--- config.mk ---
export PLATFORM = sky130hd
export DESIGN_NAME = pipe_stage_reg
export DESIGN_NICKNAME = d
export VERILOG_FILES = /design/src/rtl/pipe_stage_reg.sv
export SDC_FILE = /design/constraint.sdc
export NUM_CORES = 1
export LEC_CHECK = 0
export CORE_MARGIN = 1
export CORE_UTILIZATION = 57
export CTS_BUF_LIST = sky130_fd_sc_hd__clkbuf_8
export CTS_CLUSTER_DIAMETER = 200
export DETAILED_ROUTE_END_ITERATION = 16
export DONT_BUFFER_PORTS = 1
export GPL_TIMING_DRIVEN = 0
export PLACE_DENSITY = 0.72
export SYNTH_ARGS = -nofsm -noshare
export SYNTH_HDL_FRONTEND = slang
export SYNTH_SLANG_ARGS = --single-unit
export TNS_END_PERCENT = 10
--- constraint.sdc ---
create_clock -name clk -period 1.5 [get_ports clk]
set_clock_uncertainty 0.05 [all_clocks]
set_input_delay 0.3 -clock clk [delete_from_list [all_inputs] [get_ports clk]]
set_output_delay 0.3 -clock clk [all_outputs]
set_load 0.01 [all_outputs]
--- src/rtl/pipe_stage_reg.sv ---
// Elastic pipeline-stage register: a main entry that drives the outputs plus a
// one-entry skid buffer. in_ready comes straight from a flop, so the
// downstream ready signal has no combinational path back to the upstream stage.
// Bubbles always present an all-zero control bundle.
// Optional build macro: PIPE_STAGE_REG_PERF_EN adds stall/bubble counters.
module pipe_stage_reg #(
  parameter int unsigned CTRL_W = 9,
  parameter int unsigned DATA_W = 138
) (
  input  logic              clk,
  input  logic              rst_n,
  input  logic              flush,
  input  logic              in_valid,
  output logic              in_ready,
  input  logic [CTRL_W-1:0] in_ctrl,
  input  logic [DATA_W-1:0] in_data,
  output logic              out_valid,
  input  logic              out_ready,
  output logic [CTRL_W-1:0] out_ctrl,
  output logic [DATA_W-1:0] out_data
`ifdef PIPE_STAGE_REG_PERF_EN
  ,
  output logic [31:0]       stall_cnt,
  output logic [31:0]       bubble_cnt
`endif
);

  localparam int unsigned CNT_W = 32;

  logic              skid_valid;
  logic [CTRL_W-1:0] skid_ctrl;
  logic [DATA_W-1:0] skid_data;

  logic              in_fire;
  logic              main_valid_d;
  logic              skid_valid_d;
  logic              in_ready_d;
  logic [CTRL_W-1:0] out_ctrl_d;
  logic [DATA_W-1:0] out_data_d;
  logic [CTRL_W-1:0] skid_ctrl_d;
  logic [DATA_W-1:0] skid_data_d;

  // Next-state for the main entry and skid; flush beats normal operation.
  always_comb begin
    in_fire      = in_valid & in_ready;
    main_valid_d = out_valid;
    skid_valid_d = skid_valid;
    out_ctrl_d   = out_ctrl;
    out_data_d   = out_data;
    skid_ctrl_d  = skid_ctrl;
    skid_data_d  = skid_data;

    if (flush) begin
      // Discard everything; data payload is left as-is, only control is zeroed.
      main_valid_d = 1'b0;
      skid_valid_d = 1'b0;
      out_ctrl_d   = '0;
    end else if (!out_valid || out_ready) begin
      if (skid_valid) begin
        // Skid full implies in_ready=0, so no input can arrive concurrently.
        main_valid_d = 1'b1;
        skid_valid_d = 1'b0;
        out_ctrl_d   = skid_ctrl;
        out_data_d   = skid_data;
      end else if (in_fire) begin
        main_valid_d = 1'b1;
        out_ctrl_d   = in_ctrl;
        out_data_d   = in_data;
      end else begin
        main_valid_d = 1'b0;
        out_ctrl_d   = '0;
      end
    end else if (in_fire) begin
      // Main is stalled: park the new entry in the skid.
      skid_valid_d = 1'b1;
      skid_ctrl_d  = in_ctrl;
      skid_data_d  = in_data;
    end

    in_ready_d = !skid_valid_d;
  end

  // State registers with synchronous active-low reset.
  always_ff @(posedge clk) begin
    if (!rst_n) begin
      out_valid  <= 1'b0;
      skid_valid <= 1'b0;
      in_ready   <= 1'b0;
      out_ctrl   <= '0;
      out_data   <= '0;
      skid_ctrl  <= '0;
      skid_data  <= '0;
    end else begin
      out_valid  <= main_valid_d;
      skid_valid <= skid_valid_d;
      in_ready   <= in_ready_d;
      out_ctrl   <= out_ctrl_d;
      out_data   <= out_data_d;
      skid_ctrl  <= skid_ctrl_d;
      skid_data  <= skid_data_d;
    end
  end

`ifdef PIPE_STAGE_REG_PERF_EN
  logic             stall_inc;
  logic             bubble_inc;
  logic [CNT_W-1:0] stall_cnt_d;
  logic [CNT_W-1:0] bubble_cnt_d;

  // Counter increments: stalled output, idle output, or a flush that kills work.
  always_comb begin
    stall_inc    = out_valid & !out_ready;
    bubble_inc   = !out_valid | (flush & (out_valid | skid_valid));
    stall_cnt_d  = stall_cnt;
    bubble_cnt_d = bubble_cnt;
    if (stall_inc)  stall_cnt_d  = stall_cnt + CNT_W'(1);
    if (bubble_inc) bubble_cnt_d = bubble_cnt + CNT_W'(1);
  end

  // Performance counters, wrapping modulo 2^32.
  always_ff @(posedge clk) begin
    if (!rst_n) begin
      stall_cnt  <= '0;
      bubble_cnt <= '0;
    end else begin
      stall_cnt  <= stall_cnt_d;
      bubble_cnt <= bubble_cnt_d;
    end
  end
`endif

endmodule
; ---- After elaboration in Yosys (flattened, before gate mapping)
; Index checks and enable logic that the tools add are counted.
[totals]
reg_bits = 297
wordCells = 27
inputBits = 152
output_inout_bits = 149
[classes]
n_mux = 9
bitwise_logic = 4
n_reduce_logical = 7
[op_table]
columns = op, count
row1 = $mux 138, 2
row2 = $mux 9, 2
row3 = $reduce_and 3->1, 2
row4 = $mux 1, 5
row5 = $not 1->1, 3
row6 = $logic_not 1->1, 2
row7 = $reduce_bool 2->1, 1
row8 = $reduce_or 2->1, 1
row9 = $and 1x1->1, 1
row10 = $logic_or 1x1->1, 1

; ---- Depth between registers and ports, before layout
; Gate-level depths: netlist of the first run.
[logic_depth]
depth_word = 5
mapped_depth = 6
ltp_nobuf = 3

; ---- Worst setup path before layout of the first run
; OpenSTA, ideal clock, no wires.
[synth_path]
kind = register to register
start = reg in_ready
end = reg out_data[100]
period_less_slack_ps = 1569
setup_time_ps = 121
path_stages_with_launch = 7
path_slack_ps = -69
path_buffers = 3
t_required_ps = 1329
arrival_ps = 1398
cell_sequence = dfxtp_1 -> a21oi_1 -> or3b_1 -> clkbuf_1 -> buf_2 -> buf_4 -> mux2i_1
[synth_via]
elab_chain_len = 3
[synth_lines]
columns = item, line_no
row1 = from (decl), 14  ; output logic in_ready,
row2 = from (signal assigned), 96  ; in_ready <= in_ready_d;
row3 = $and 1x1->1, 45  ; in_fire = in_valid & in_ready;
row4 = $reduce_bool 2->1 (no source line), -
row5 = $reduce_and 3->1 (no source line), -
row6 = to (signal assigned), 98  ; out_data <= out_data_d;
row7 = to (decl), 20  ; output logic [DATA_W-1:0] out_data
; No other way between the ends.
; A chain may end at the register's enable or synchronous reset.

; ---- Worst setup path in the final report of the first run
[layout_path]
start = reg out_valid
end = reg out_data[23]
[layout_via]
elab_chain_len = 3
[layout_lines]
columns = item, line_no
row1 = from (decl), 17  ; output logic out_valid,
row2 = from (signal assigned), 94  ; out_valid <= main_valid_d;
row3 = $logic_not 1->1, 58  ; end else if (!out_valid || out_ready) begin
row4 = $logic_or 1x1->1, 58
row5 = $reduce_and 3->1 (no source line), -
; No other way between the ends.

==> reports/qor.csv, run 1 <==
metric,value,unit
yosysSeqAreaShare,0.447,
startpoint_type,flip-flop,
syn_avg_cell_area,9.21,µm²
finalPower,16.8,mW
grt_pass1_wl,57800,µm
cts_tree,yes,
h-tree-depth,2,
worstPathArrival,2.05,ns
final.fill_count,1622,
synth-seq-cells,297,
crit-reg2reg-launch,out_valid,
routabilityCongestion,0.781,
core-area,22800,µm²
clk_latency,0.55,ns
drv_slew,0,
grt_max_degree,12,
slew_headroom,0.591,
nets,1806,
dr.pass1.iters,5,
tns,-9.39,ns
critPathRequiredTime,1.92,ns
power.leakage,7.16,nW
numCtsBuffers,49,
syn_inst,1443,
setup_viol_count_final,131,
crit_fanout,7,
ir_drop,0.000775,V
synth_top_cells_by_area,"dfxtp_1 45%, mux2i_1 22%, nand2_1 16%",
antenna_found_initial,1,
grt_pass1_vias,11100,
setup_ws,-0.132,ns
clock-sinks,297,
dp_hpwl,23500,µm
synth_top_area_share,0.447,
track_usage,0.302,
yosysWarnings,0,
endpoint,out_data[23],
area_growth,26.8,%
yosysTopAreaCell,dfxtp_1,
rsz0062_at_grt,yes,
timing.rr.end,out_data[23],
violations,setup timing,
cts.reportedPaths.clkPinSlew,0.06,ns
routed_wl,38200,µm
maxCapViolCount,0,
syn-cell-area,13300,µm²
io_buffers,0,
design_area,16800,µm²
drt_iter0_drc,488,
synthDistinctLibCells,18,
layout-drive-gt1-share,0.177,
rows,55,
min_period_over_period,1.09,
final_hold_viol_count,0,
dpl-instance-area,13700,µm²
path_class,flip-flop to flip-flop,
via_count,10900,
crit_start,out_valid,
die_w,155,µm
detail-route-antenna-nets,0,
grt-ovfl-total,0,
cts_root_buf,clkbuf_8,
period_needed,1.63,ns
start_util,0.583,
cts.path.max_buffers,3,
r2r_setup_slack,-0.13,ns
cp-end-kind,flip-flop,
wl_per_cell,19.1,µm
routed_via_density,5.45,
p_per_area,998,nW/µm²
status,finished with violations,
dieArea,23900,µm²
hp-class,primary input to flip-flop,
drc,0,
max_clock_freq,613,MHz
io_pins,301,
r2r_cells,5,
worst_slew_pin_slew,0.614,ns
syn-num-nets,1595,
die_h,155,µm
utilization,0.740,
-- metrics by stage --
stage	worst slack (ns)	hold WS, ns	instances
CTS	-0.0929	0.000104	1996
global route	-0.175	0.00551	2002
detailed placement	-0.977	0.334	1756
floorplan	-0.0280	0.329	1443
finish	-0.132	0.0154	2002
global placement	-0.954	0.334	1756
-- critical path, stage by stage, from the launching register on --
cell and delay, ns:
dfxtp_2 0.35, nand2b_4 0.11, or3b_4 0.48, buf_16 0.20, buf_12 0.15, mux2i_2 0.20
-- cell usage in the layout, fill, tap and decap left out --
cell type and count:
nand2_1 571, nor2_1 10, clkbuf_8 62, nor3_1 1, clkbuf_16 5, mux2i_2 5, diode_2 1, or3b_4 1
inv_1 23, buf_4 14, buf_8 4, dfxtp_4 1, dfxtp_2 2, dfxtp_1 294, clkbuf_1 41, a211o_1 1
mux2i_1 289, nor4_1 1, nor3_4 1, mux2_2 138, nand2b_4 1, buf_16 1, clkbuf_4 1, buf_6 9
clkbuf_2 15, a21oi_4 1, clkinv_2 2, dlygate4sd3_1 149, buf_2 11, buf_12 24, a211oi_1 9, bufinv_16 1
-- cell type report --
cell class / count / area [µm²] / area share
Timing Repair Buffer: 161 / 1710 / 0.101
Inverter: 2 / 7.51 / 0.000446
Antenna cell: 1 / 2.50 / 0.000149
Buffer: 114 / 988 / 0.0587
Tap cell: 313 / 392 / 0.0232
Clock inverter: 24 / 119 / 0.00705
Clock buffer: 61 / 840 / 0.0498
Sequential cell: 297 / 5950 / 0.353
Multi-Input combinational cell: 1029 / 6840 / 0.406
-- sequential cells by signal, summed over array words and instances, names as in the netlist --
| name | cells |
|---|---|
| skid_data | 138 |
| skid_valid | 1 |
| out_data | 138 |
| in_ready | 1 |
| out_valid | 1 |
| skid_ctrl | 9 |
| out_ctrl | 9 |
-- Yosys cell counts --
cell        n
a211oi_1    9
nand2_1   571
nand2b_1    1
a211o_1     1
buf_4      14
buf_1       4
a21oi_1     1
clkbuf_1   57
mux2_2    138
nor3_1      2
or3b_1      1
nor2_1     10
inv_1       2
mux2i_1   294
dfxtp_1   297
buf_2      38
buf_6       2
nor4_1      1
-- worst min path at each step --
stage                 startpoint             to  slack, ns  cells after the start
finish                in_data[2]    out_data[2]       0.02                      3
floorplan                  flush     skid_valid       0.33                      1
global placement           flush     skid_valid       0.33                      1
global route         in_data[60]   out_data[60]      0.006                      3
CTS                 in_data[124]  out_data[124]     0.0001                      3
detailed placement         flush     skid_valid       0.33                      1
-- cell families (layout without fill, tap and decap cells) --
family,Yosys count,count (layout),share of synthesized area
and+or+nand+nor,586,586,0.166
muxes,432,432,0.338
DFF,297,297,0.447
buffers and inverters,117,362,0.0417
AOI/OAI and AO/OA,11,11,0.00612
other,0,1,0
-- report_power, final --
group	switching, mW	total (mW)	leakage (nW)	internal (mW)
Sequential	0.186	8.23	2.40	8.04
Combinational	0.773	1.54	4.18	0.770
Clock	3.24	7.04	0.572	3.80
Total	4.20	16.8	7.16	12.6
-- repair_timing --
item                                    4_1_cts  5_1_grt
resized for setup                           106       61
hold buffers                                149        0
gates cloned                                  2        5
endpoints found under the setup margin      287      282
hold endpoints to repair                    254        0
pin swaps                                     2        2
buffers inserted                              5        1
-- routing by layer --
| metal | wire length, µm | track usage | part of all wire | vias to the layer above |
|---|---|---|---|---|
| li1 | - | - | - | 5182 |
| met1 | 15200 | 0.347 | 0.40 | 5264 |
| met2 | 18900 | 0.523 | 0.49 | 362 |
| met3 | 2840 | 0.0877 | 0.075 | 96 |
| met4 | 1240 | 0.127 | 0.033 | 0 |
| met5 | 0 | 0 | 0 | - |
Power figures use the tool's default switching activity.
==> inputs of run 2 (changes only) <==
CELL_PAD_IN_SITES_DETAIL_PLACEMENT = 1   (was default)
CELL_PAD_IN_SITES_GLOBAL_PLACEMENT = 1   (was default)
CORE_UTILIZATION = 50   (was 57)
GPL_ROUTABILITY_DRIVEN = 0   (was default)
PLACE_DENSITY = 0.8   (was 0.72)
clock period = 1.72 ns   (was 1.5 ns; I/O delays follow)
==> reports/qor.csv, run 2 (same netlist as run 1, synthesis figures left out) <==
metric,value,unit
status,finished with violations,
violations,setup timing,
crit-reg2reg-launch,in_ready,
drt_iter0_drc,502,
core-area,26100,µm²
cp-end-kind,flip-flop,
numCtsBuffers,50,
design_area,16400,µm²
die_w,165,µm
power.leakage,6.97,nW
critPathRequiredTime,2.13,ns
rsz0062_at_grt,yes,
setup_ws,-0.0684,ns
final_hold_viol_count,0,
utilization,0.629,
h-tree-depth,2,
clockPowerShare,0.422,
max_clock_freq,559,MHz
dpl-instance-area,13700,µm²
io_buffers,0,
cts.path.max_buffers,3,
track_usage,0.332,
grt_pass1_wl,69400,µm
hp-class,primary input to flip-flop,
detail-route-antenna-nets,0,
antenna_found_initial,0,
final_cell_mix,"571 x nand2_1, 294 x dfxtp_1, 292 x mux2i_1",
r2r_setup_slack,0.01,ns
largest_registers,"out_data: 138 flops, skid_data: 138 flops",
swShare,0.264,
clock-sinks,297,
power_frac_seq,0.489,
layout-drive-gt1-share,0.170,
drv_slew,0,
period_needed,1.79,ns
dp_hpwl,26600,µm
endpoint,out_data[37],
worst_slew_pin_slew,0.792,ns
tns,-0.214,ns
maxCapViolCount,0,
layout_commonest_cell,nand2_1,
clk_latency,0.57,ns
via_count,11400,
slew_headroom,0.472,
routed_wl,47300,µm
place_ws,-0.830,ns
path_class,primary input to flip-flop,
area_growth,23.3,%
antenna_cells,0,
power.internal,10.8,mW
net-switching-power,3.88,mW
p_per_area,897,nW/µm²
routed_via_density,5.62,
crit_start,rst_n,
cts_root_buf,clkbuf_8,
die_h,165,µm
io_pins,301,
grt-ovfl-total,0,
finalPower,14.7,mW
dr.pass1.iters,4,
r2r_cells,5,
wl_per_cell,23.4,µm
worstPathArrival,2.20,ns
start_util,0.510,
crit_fanout,10,
dieArea,27200,µm²
grt_max_degree,13,
rows,59,
startpoint_type,primary input,
timing.rr.end,skid_data[136],
final.fill_count,2932,
cts_tree,yes,
ir_drop,0.000666,V
setup_viol_count_final,4,
seq_area,5950,µm²
multi_input_area,6840,µm²
cts.reportedPaths.clkPinSlew,0.07,ns
nets,1799,
min_period_over_period,1.04,
drc,0,
pwr-share-comb,0.089,
grt_pass1_vias,12700,
-- run 2: changes by cell type in the layout (fill, tap and decap cells not counted), moves of 2 or more --
cell and delta:
mux2i_1 +3, buf_6 +6, clkinv_2 +7, buf_2 +2, buf_8 -4, clkbuf_16 -5, buf_1 +2, clkbuf_1 +6
clkbuf_4 +3, mux2i_2 -3, buf_12 -23, clkbuf_2 -5, buf_4 +11
-- run 2: per-stage QoR --
stage | instances | hold WS [ns]
2_1_floorplan | 1443 | 0.373
3_3_place_gp | 1778 | 0.379
3_5_place_dp | 1778 | 0.377
4_1_cts | 2017 | 0.00910
5_1_grt | 2020 | 0.0210
6_report | 2020 | 0.0319
-- run 2: power by group through the flow --
| stage | combinational [mW] | clock, mW | sequential (mW) |
|---|---|---|---|
| floorplan | 0.702 | 0 | 7.28 |
| global placement | 0.894 | 0 | 7.32 |
| detailed placement | 0.922 | 0 | 7.32 |
| CTS | 1.24 | 6.19 | 7.17 |
| global route | 1.39 | 6.58 | 7.19 |
| finish | 1.31 | 6.21 | 7.18 |
-- run 2: how the worst min path moves through the flow --
stage,start,to,slack (ns),cells after the start
floorplan,flush,skid_valid,0.37,1
global placement,flush,skid_valid,0.38,1
detailed placement,flush,skid_valid,0.38,1
CTS,in_data[121],out_data[121],0.009,3
global route,in_data[115],out_data[115],0.02,3
finish,in_data[115],out_data[115],0.03,3
-- run 2: critical path, stage by stage --
cell and delay (ns):
clkbuf_1 0.23, buf_2 0.35, clkbuf_2 0.42, clkbuf_1 0.47, nand2_1 0.16, mux2i_1 0.23
-- run 2: repair_timing --
action                                  CTS  global route
resized for setup                        30            50
endpoints found under the setup margin  266           262
setup buffers                             0             3
hold buffers                            149             0
cloned                                    0             1
endpoints found under the hold margin   158             0
-- run 2: area by class of cell --
| cell class | instances | share of cell area |
|---|---|---|
| multi-input combinational | 1029 | 0.417 |
| sequential | 297 | 0.363 |
| timing repair buffer | 153 | 0.0929 |
| clock buffer | 61 | 0.0512 |
| buffer | 114 | 0.0421 |
| tap | 335 | 0.0256 |
| clock inverter | 29 | 0.00733 |
| inverter | 2 | 0.000458 |
-- run 2: layer usage --
metal / vias to the layer above / GRT usage / routed length [µm]
met2: 425 / 0.609 / 24100
met4: 0 / 0.161 / 2110
li1: 5169 / - / -
met1: 5616 / 0.351 / 17700
met5: - / 0 / 0
met3: 151 / 0.0814 / 3470
